==> config.mk <==
export PLATFORM = sky130hd
export DESIGN_NAME = seven_seg_scan_ctrl
export DESIGN_NICKNAME = d
export VERILOG_FILES = /design/src/rtl/seven_seg_pkg.sv /design/src/rtl/seven_seg_frame_buf.sv /design/src/rtl/seven_seg_scan_ctrl.sv
export SDC_FILE = /design/constraint.sdc
export NUM_CORES = 1
export LEC_CHECK = 0
export ABC_AREA = 1
export CORE_MARGIN = 1
export CORE_UTILIZATION = 35
export CTS_BUF_LIST = sky130_fd_sc_hd__clkbuf_4 sky130_fd_sc_hd__clkbuf_8
export DETAILED_ROUTE_END_ITERATION = 12
export GPL_ROUTABILITY_DRIVEN = 1
export PLACE_DENSITY = 0.6
export SLEW_MARGIN = 20
export SYNTH_ARGS = -nofsm -noshare
export SYNTH_HDL_FRONTEND = slang
export SYNTH_HIERARCHICAL = 1
export SYNTH_SLANG_ARGS = --single-unit
==> constraint.sdc <==
create_clock -name clk -period 4.9 [get_ports clk]
set_clock_uncertainty 0.1 [all_clocks]
set_input_delay 0.49 -clock clk [delete_from_list [all_inputs] [get_ports clk]]
set_output_delay 0.49 -clock clk [all_outputs]
set_load 0.02 [all_outputs]
==> src/rtl/seven_seg_pkg.sv <==
// Shared constants and types for the 4-digit seven-segment scan controller.
package seven_seg_pkg;
    localparam int NUM_DIGITS = 4;
    localparam int BCD_W      = 4;
    localparam int BRIGHT_W   = 4;
    localparam int IDX_W      = 2;

    typedef enum logic {
        ST_BLANK = 1'b0,
        ST_ON    = 1'b1
    } scan_state_t;

    typedef struct packed {
        logic [NUM_DIGITS*BCD_W-1:0] digits;
        logic [NUM_DIGITS-1:0]       dp;
        logic [BRIGHT_W-1:0]         bright;
        logic                        lzs;
    } frame_t;
endpackage

==> src/rtl/seven_seg_frame_buf.sv <==
// Double-buffered display frame: pending slot filled by the load handshake,
// copied into the active frame at each frame boundary.
module seven_seg_frame_buf
    import seven_seg_pkg::*;
(
    input  logic   clk,
    input  logic   rst_n,
    input  logic   load_valid,
    input  frame_t load_frame,
    input  logic   boundary,
    output logic   load_ready,
    output frame_t active,
    output logic   frame_tick
);
    logic   pend_full;
    frame_t pend;
    logic   accept;

    assign accept     = load_valid && !pend_full;
    assign load_ready = !pend_full;

    always_ff @(posedge clk) begin
        if (accept) begin
            pend <= load_frame;
        end
    end

    // accept needs an empty slot and the copy needs a full one, so they never collide
    always_ff @(posedge clk or negedge rst_n) begin
        if (!rst_n) begin
            pend_full  <= 1'b0;
            frame_tick <= 1'b0;
            active     <= '{digits: '0, dp: '0, bright: '1, lzs: 1'b0};
        end else begin
            frame_tick <= boundary && pend_full;
            if (accept) begin
                pend_full <= 1'b1;
            end else if (boundary && pend_full) begin
                active    <= pend;
                pend_full <= 1'b0;
            end
        end
    end
endmodule

==> src/rtl/seven_seg_scan_ctrl.sv <==
// Digit scan scheduler: blank/on slot FSM, brightness PWM, leading-zero
// suppression and registered digit select / code / decimal-point outputs.
module seven_seg_scan_ctrl
    import seven_seg_pkg::*;
#(
    parameter int DWELL_CYC = 100000,
    parameter int BLANK_CYC = 2000,
    parameter int PWM_DIV   = 4096
) (
    input  logic                        clk,
    input  logic                        rst_btn,
    input  logic                        load_valid,
    output logic                        load_ready,
    input  logic [NUM_DIGITS*BCD_W-1:0] load_digits,
    input  logic [NUM_DIGITS-1:0]       load_dp,
    input  logic [BRIGHT_W-1:0]         load_bright,
    input  logic                        load_lzs,
    output logic [NUM_DIGITS-1:0]       sel,
    output logic [BCD_W-1:0]            dig_code,
    output logic                        dp,
    output logic                        frame_tick
);
    localparam int ON_CYC = DWELL_CYC - BLANK_CYC;
    localparam int CNT_W  = $clog2(DWELL_CYC);
    localparam int DIV_W  = (PWM_DIV > 1) ? $clog2(PWM_DIV) : 1;
    localparam logic [CNT_W-1:0] BLANK_LAST = CNT_W'(BLANK_CYC - 1);
    localparam logic [CNT_W-1:0] ON_LAST    = CNT_W'(ON_CYC - 1);
    localparam logic [DIV_W-1:0] DIV_LAST   = DIV_W'(PWM_DIV - 1);

    scan_state_t           state;
    logic [IDX_W-1:0]      idx;
    logic [CNT_W-1:0]      cnt;
    logic [DIV_W-1:0]      div_cnt;
    logic [BRIGHT_W-1:0]   phase;
    frame_t                load_frame;
    frame_t                active;
    logic                  boundary;
    logic [NUM_DIGITS-1:0] supp;
    logic [NUM_DIGITS-1:0] sel_nxt;
    logic [BCD_W-1:0]      cur_code;

    assign load_frame = '{digits: load_digits, dp: load_dp, bright: load_bright, lzs: load_lzs};
    assign boundary   = (state == ST_BLANK) && (cnt == BLANK_LAST) && (idx == '0);
    assign cur_code   = active.digits[{idx, 2'b00} +: BCD_W];

    seven_seg_frame_buf u_frame_buf (
        .clk        (clk),
        .rst_n      (rst_btn),
        .load_valid (load_valid),
        .load_frame (load_frame),
        .boundary   (boundary),
        .load_ready (load_ready),
        .active     (active),
        .frame_tick (frame_tick)
    );

    // A digit is blanked only if it and every more significant digit are zero
    always_comb begin
        supp    = '0;
        supp[3] = active.lzs && (active.digits[15:12] == '0);
        supp[2] = supp[3] && (active.digits[11:8] == '0);
        supp[1] = supp[2] && (active.digits[7:4] == '0);
        sel_nxt = '1;
        if (state == ST_ON && phase < active.bright && !supp[idx]) begin
            sel_nxt[idx] = 1'b0;
        end
    end

    always_ff @(posedge clk or negedge rst_btn) begin
        if (!rst_btn) begin
            state    <= ST_BLANK;
            idx      <= '0;
            cnt      <= '0;
            div_cnt  <= '0;
            phase    <= '0;
            sel      <= '1;
            dig_code <= '0;
            dp       <= 1'b0;
        end else begin
            sel      <= sel_nxt;
            dig_code <= (state == ST_ON) ? cur_code : '0;
            dp       <= (state == ST_ON) && active.dp[idx];
            case (state)
                ST_BLANK: begin
                    if (cnt == BLANK_LAST) begin
                        state   <= ST_ON;
                        cnt     <= '0;
                        div_cnt <= '0;
                        phase   <= '0;
                    end else begin
                        cnt <= cnt + 1'b1;
                    end
                end
                ST_ON: begin
                    if (cnt == ON_LAST) begin
                        state <= ST_BLANK;
                        cnt   <= '0;
                        idx   <= idx + 1'b1;
                    end else begin
                        cnt <= cnt + 1'b1;
                    end
                    if (div_cnt == DIV_LAST) begin
                        div_cnt <= '0;
                        phase   <= phase + 1'b1;
                    end else begin
                        div_cnt <= div_cnt + 1'b1;
                    end
                end
                default: state <= ST_BLANK;
            endcase
        end
    end
endmodule
==> out/results.txt, run 1 <==
Wirelength, routed = 8930 um
Worst-path clk slew = 0.09 ns
Die extent in x = 118 um
Drt wl/cell = 12.5 um
Post-route ant nets = 0
Top-area cell type share of the netlist area = 0.343
Top_reg_cell synth = dfrtp_1
Worst reg2reg path depth = 7
Fin area = 5360 um^2
Critical Path End Type = flip-flop
Clk_lat worst skew = 0.37 ns
RSZ-0062 raised after global routing = no
Min-Delay Path Class = in -> async
Critical path startpoint = state$_DFF_PN0_
Leakage = 2.27 nW
Top cells by area, synth = dfrtp_1 (34%), edfxtp_1 (16%), nand2_1 (10%)
Fmax achieved = 0.398 GHz
Least-Margin Pin Slew = 0.834 ns
Rel. slew slack = 0.444
Yosys top cell by area = dfrtp_1
Starting density of the core = 0.365
Vias in the first global route = 3339
Post-Synthesis Cells = 499
Gpl congestion = 0.815
# diodes = 0
Total GRT Usage = 0.141
# DRC = 0
PD cells = 260 nW/um^2
Asr flop ratio synth = 0.742
Seq/Total Area, Yosys = 0.548
Layout cells sized above 1 = 0.124
Nets = 573
Post CTS Setup Buffer Count = 0
Final Hold Viols = 0
Placed inst area = 5150 um^2
Number of library cell types mapped by synthesis = 35
Clk buf depth = 2
Post-Syn Area = 4680 um^2
Die area = 13800 um^2
Cts bufs inserted = 9
Vias = 3337
Seq cells post-synth = 97
# setup viols final = 0
Core area = 12800 um^2
CTS resizes = 0
Area delta synth->final = 14.6%
Syn Nets = 537
EDFF count, synth = 25
Fillers = 1290
Max cap viols = 0
H-tree level count = 3
Routing usage on met2 = 0.232
Crit path DAT = 2.68 ns
Period utilisation layout = 0.513
Hold buffers post-CTS = 0
Pins Over Slew Limit = 0
Initial DRC count = 182
Die Y = 118 um
Syn avg cell area = 9.37 um^2
Worst Path Required = 5.07 ns
Largest net degree at the start of global routing = 38
GR Util met1 = 0.179
CTS tree = done
Crit Path Class = reg -> reg
CP Launch Type = flip-flop
Worst vdd ir = 0.176 mV
Yosys warnings = 6
GR Overflow Total = 0
Reg-to-Reg Start = state$_DFF_PN0_
Setup_tns = 0 ns
Root Driver = clkbuf_8
Initial antenna violation count = 0
PortBufs = 38
# IOs = 39
Met3 Usage GRT = 0.0407
Post-layout min period = 2.51 ns
Post-DP HPWL = 6300 um
Routed vias/inst = 4.69
Busiest grt layer = met2
Status = completed
Initial DRT Pass Iterations = 4
Crit-path max FO = 26
CTS Sinks = 97
Row count = 41
First-pass GRT wire length = 15600 um
[power by group]
group	switching (mW)	leakage [nW]	internal [mW]
combinational	0.0144	0.985	0.0187
sequential	0.000000000000000109	1.18	0.829
clock	0.272	0.107	0.257
total	0.287	2.27	1.10
[cell usage after synthesis, types with 5 or more instances]
cell	n
a21oi_1	17
dfrtp_1	64
dfstp_2	8
edfxtp_1	25
ha_1	10
inv_1	36
nand2_1	126
nand3_1	44
nand3_2	21
nand4_1	7
nor2_1	63
o21ai_0	16
o21ai_1	5
xor2_1	12
[metrics by stage]
stage	std cells	hold slack, ns	setup slack [ns]	total power, mW	utilization
2_1_floorplan	499	0.0944	2.62	0.846	-
3_3_place_gp	696	0.344	2.44	0.879	0.402
3_5_place_dp	696	0.357	2.39	0.880	0.402
4_1_cts	712	0.131	2.38	1.42	0.417
5_1_grt	712	0.181	2.16	1.45	0.418
6_report	712	0.110	2.39	1.39	0.418
[registers in the layout (all words and copies together), names as in the netlist]
register                cells
state                       1
dp                          1
cnt                        17
phase                       4
div_cnt                    12
dig_code                    4
u_frame_buf/pend_full       1
u_frame_buf/pend           25
sel                         4
u_frame_buf/frame_tick      1
idx                         2
u_frame_buf/active         25
[worst max-delay path, cell delays in order, from the launching register on]
cell,delay [ns]
dfrtp_1,0.52
inv_1,0.62
nand3_4,0.21
nor2_2,0.12
buf_4,0.36
nand2_4,0.25
nand2_1,0.13
nand2_1,0.06
[metal layers]
metal	routed length, um	vias to the layer above	share of wire
li1	-	1692	-
met1	4220	1573	0.47
met2	4280	60	0.48
met3	331	12	0.037
met4	104	0	0.012
met5	0	-	0
[final timing paths]
check                      slack, ns                                end
max reg2reg                     2.39  u_frame_buf/active[6]$_DFFE_PN0P_
min reg2reg                     0.37  u_frame_buf/active[4]$_DFFE_PN1P_
min                             0.11                   cnt[5]$_DFF_PN0_
max                             2.39  u_frame_buf/active[6]$_DFFE_PN0P_
min in group clk                0.37  u_frame_buf/active[4]$_DFFE_PN1P_
max in group asynchronous       3.59                   sel[1]$_DFF_PN1_
[cells by family after synthesis]
logic type,Yosys count,share of synthesized area
buf+inv,56,0.0623
fa+ha+maj,10,0.0268
simple gates,278,0.285
xor+xnor,16,0.0300
compound gates,42,0.0476
flops,97,0.548
[placed cells by master, fill, tap and decap left out]
master           synthesis  final
and2_1                   1      1
nor2_4                   3      4
nand3_2                 21     21
a21oi_1                 17     17
o21ai_0                 16     16
clkinv_4                 0      1
buf_2                    3      1
clkinv_2                 0      1
a21oi_2                  1      1
buf_4                    4      3
xor2_1                  12     12
inv_2                    2      2
nand2_1                126    126
nand4_2                  1      1
dfrtp_1                 64     64
nand3_4                  1      1
clkbuf_4                 0      3
nand3_1                 44     44
o21ai_1                  5      5
o21bai_1                 2      2
ha_1                    10     10
bufinv_16                0      1
xnor2_1                  4      4
inv_1                   36     36
dfstp_2                  8      8
nand2_4                  3      3
clkinv_1                 2      2
nand2_2                  1      1
nand4_1                  7      7
clkbuf_8                 0      9
edfxtp_1                25     25
o21ai_2                  1      1
or2_0                    1      1
nor2_2                   3      4
nor3_1                   3      3
inv_8                    0      1
clkdlybuf4s50_1          0     37
nor2_1                  63     61
[area by class of cell]
cell class,instances,area [um^2],share of cell area
well taps,172,215,0.0402
inverters,40,150,0.0280
clock inverters,4,55.1,0.0103
flip-flops and latches,97,2560,0.478
clock buffers,12,146,0.0273
multi-input cells,346,1830,0.342
repair buffers,41,398,0.0742
No activity file was read; power rests on OpenSTA's default activity.
==> run 2, diff against run 1 <==
--- a/config.mk
+++ b/config.mk
@@ -11,7 +11,7 @@
 export CTS_BUF_LIST = sky130_fd_sc_hd__clkbuf_4 sky130_fd_sc_hd__clkbuf_8
 export DETAILED_ROUTE_END_ITERATION = 12
 export GPL_ROUTABILITY_DRIVEN = 1
-export PLACE_DENSITY = 0.6
+export PLACE_DENSITY = 0.62
 export SLEW_MARGIN = 20
 export SYNTH_ARGS = -nofsm -noshare
 export SYNTH_HDL_FRONTEND = slang
==> constraint.sdc (replaced) <==
create_clock -name clk -period 2.1 [get_ports clk]
set_clock_uncertainty 0.1 [all_clocks]
set_input_delay 0.21 -clock clk [delete_from_list [all_inputs] [get_ports clk]]
set_output_delay 0.21 -clock clk [all_outputs]
set_load 0.02 [all_outputs]
==> out/results.txt, run 2 (synthesis gave the netlist of run 1 again) <==
Status = completed
Worst vdd ir = 0.502 mV
Initial DRT Pass Iterations = 5
Max cap viols = 0
Post-layout min period = 1.93 ns
GR Overflow Total = 0
Post-DP HPWL = 6330 um
Starting density of the core = 0.365
Drt wl/cell = 12.4 um
Die extent in x = 118 um
Most common cell after layout, fill and taps aside = nand2_1
Nets = 584
Final Hold Viols = 0
# IOs = 39
CTS tree = done
Gpl congestion = 0.820
Routed vias/inst = 4.69
Worst Path Required = 2.27 ns
Largest net degree at the start of global routing = 36
Post-route ant nets = 0
Critical Path End Type = flip-flop
Vias = 3390
Initial DRC count = 223
Core area = 12800 um^2
H-tree level count = 3
Placed insts = 705
Clk_lat worst skew = 0.37 ns
# diodes = 0
Root Driver = clkbuf_8
Wirelength, routed = 8990 um
Worst-path clk slew = 0.10 ns
Least-Margin Pin Slew = 0.430 ns
CTS Sinks = 97
Post CTS Setup Buffer Count = 0
Layout cells sized above 1 = 0.140
Cts bufs inserted = 9
Min-Delay Path Class = in -> async
Biggest regs = u_frame_buf/active x25, u_frame_buf/pend x25, cnt x17
Crit Path Class = reg -> reg
Clk buf depth = 2
CP Launch Type = flip-flop
Fmax achieved = 0.518 GHz
Row count = 41
Crit-path max FO = 13
Vias in the first global route = 3225
Period utilisation layout = 0.919
PortBufs = 38
RSZ-0062 raised after global routing = no
# DRC = 0
Setup_tns = 0 ns
# setup viols final = 0
Rel. slew slack = 0.713
Pins Over Slew Limit = 0
Die Y = 118 um
Die area = 13800 um^2
Commonest non-fill, non-tap cells in the layout = nand2_1 (126), dfrtp_1 (64), nor2_1 (61)
Leakage = 2.33 nW
PD cells = 600 nW/um^2
Total GRT Usage = 0.140
Final Non-Filler Cells = 723
First-pass GRT wire length = 15600 um
Initial antenna violation count = 0
Crit path DAT = 2.10 ns
Area delta synth->final = 17.4%
## run 2: cell count changes in the layout (fill, tap and decap cells not counted), sizes merged
cell         change
buf              +9
clkbuf           -2
clkinv           -1
clkinvlp         +1
dlygate4sd3      +1
inv              +2
nand2            +1
## run 2: metrics by stage
stage / hold WS, ns / area [um^2] / util / setup WS (ns) / power, mW
2_1_floorplan: -0.186 / 4680 / - / 0.232 / 1.97
3_3_place_gp: 0.0636 / 5260 / 0.410 / 0.189 / 2.06
3_5_place_dp: 0.0658 / 5260 / 0.410 / 0.135 / 2.06
4_1_cts: 0.195 / 5480 / 0.427 / 0.123 / 3.35
5_1_grt: 0.226 / 5490 / 0.428 / 0.00876 / 3.42
6_report: 0.198 / 5490 / 0.428 / 0.170 / 3.30
## run 2: final timing paths
| check | start | endpoint | slack, ns | cells past startpoint |
|---|---|---|---|---|
| max in group asynchronous | rst_btn | cnt[16]$_DFF_PN0_ | 1.04 | 3 |
| setup / recovery | cnt[0]$_DFF_PN0_ | u_frame_buf/active[22]$_DFFE_PN0P_ | 0.17 | 10 |
| hold / removal | rst_btn | cnt[13]$_DFF_PN0_ | 0.20 | 2 |
| min in group clk | load_digits[12] | u_frame_buf/pend[21]$_DFFE_PP_ | 0.28 | 1 |
| hold reg to reg | cnt[0]$_DFF_PN0_ | cnt[0]$_DFF_PN0_ | 0.36 | 1 |
| setup reg to reg | cnt[0]$_DFF_PN0_ | u_frame_buf/active[22]$_DFFE_PN0P_ | 0.17 | 10 |
## run 2: area by class of cell
type	instances	area (um^2)
fillers	1275	7340
flip-flops and latches	97	2560
multi-input cells	347	1840
repair buffers	51	513
well taps	172	215
inverters	40	150
clock buffers	10	138
clock inverters	6	71.3
## run 2: power by group
part	switching [mW]	internal, mW	total, mW	leakage [nW]
Combinational	0.0340	0.0485	0.0825	1.04
Clock	0.681	0.598	1.28	0.105
Sequential	0.000000000000000307	1.93	1.93	1.18
## run 2: per-layer routing
metal	up-vias	global-route usage	part of all wire
li1	1714	-	-
met3	11	0.0325	0.039
met2	65	0.227	0.47
met5	-	0	0
met1	1600	0.187	0.47
met4	0	0.0409	0.011
## run 2: timing repair
item	CTS	global route
hold endpoints to repair	15	0
setup endpoints to repair	0	23
hold buffers	1	0
gates resized for setup	0	1
## run 2: critical path, stage by stage, from the launching register on
cell and delay (ns):
dfrtp_1 0.37, ha_1 0.17, nand2_1 0.13, nor2_4 0.13
nand2_2 0.07, nor2_4 0.16, nand3_4 0.10, nor2_4 0.18
nand2_2 0.22, nand2_1 0.14, nand2_1 0.05
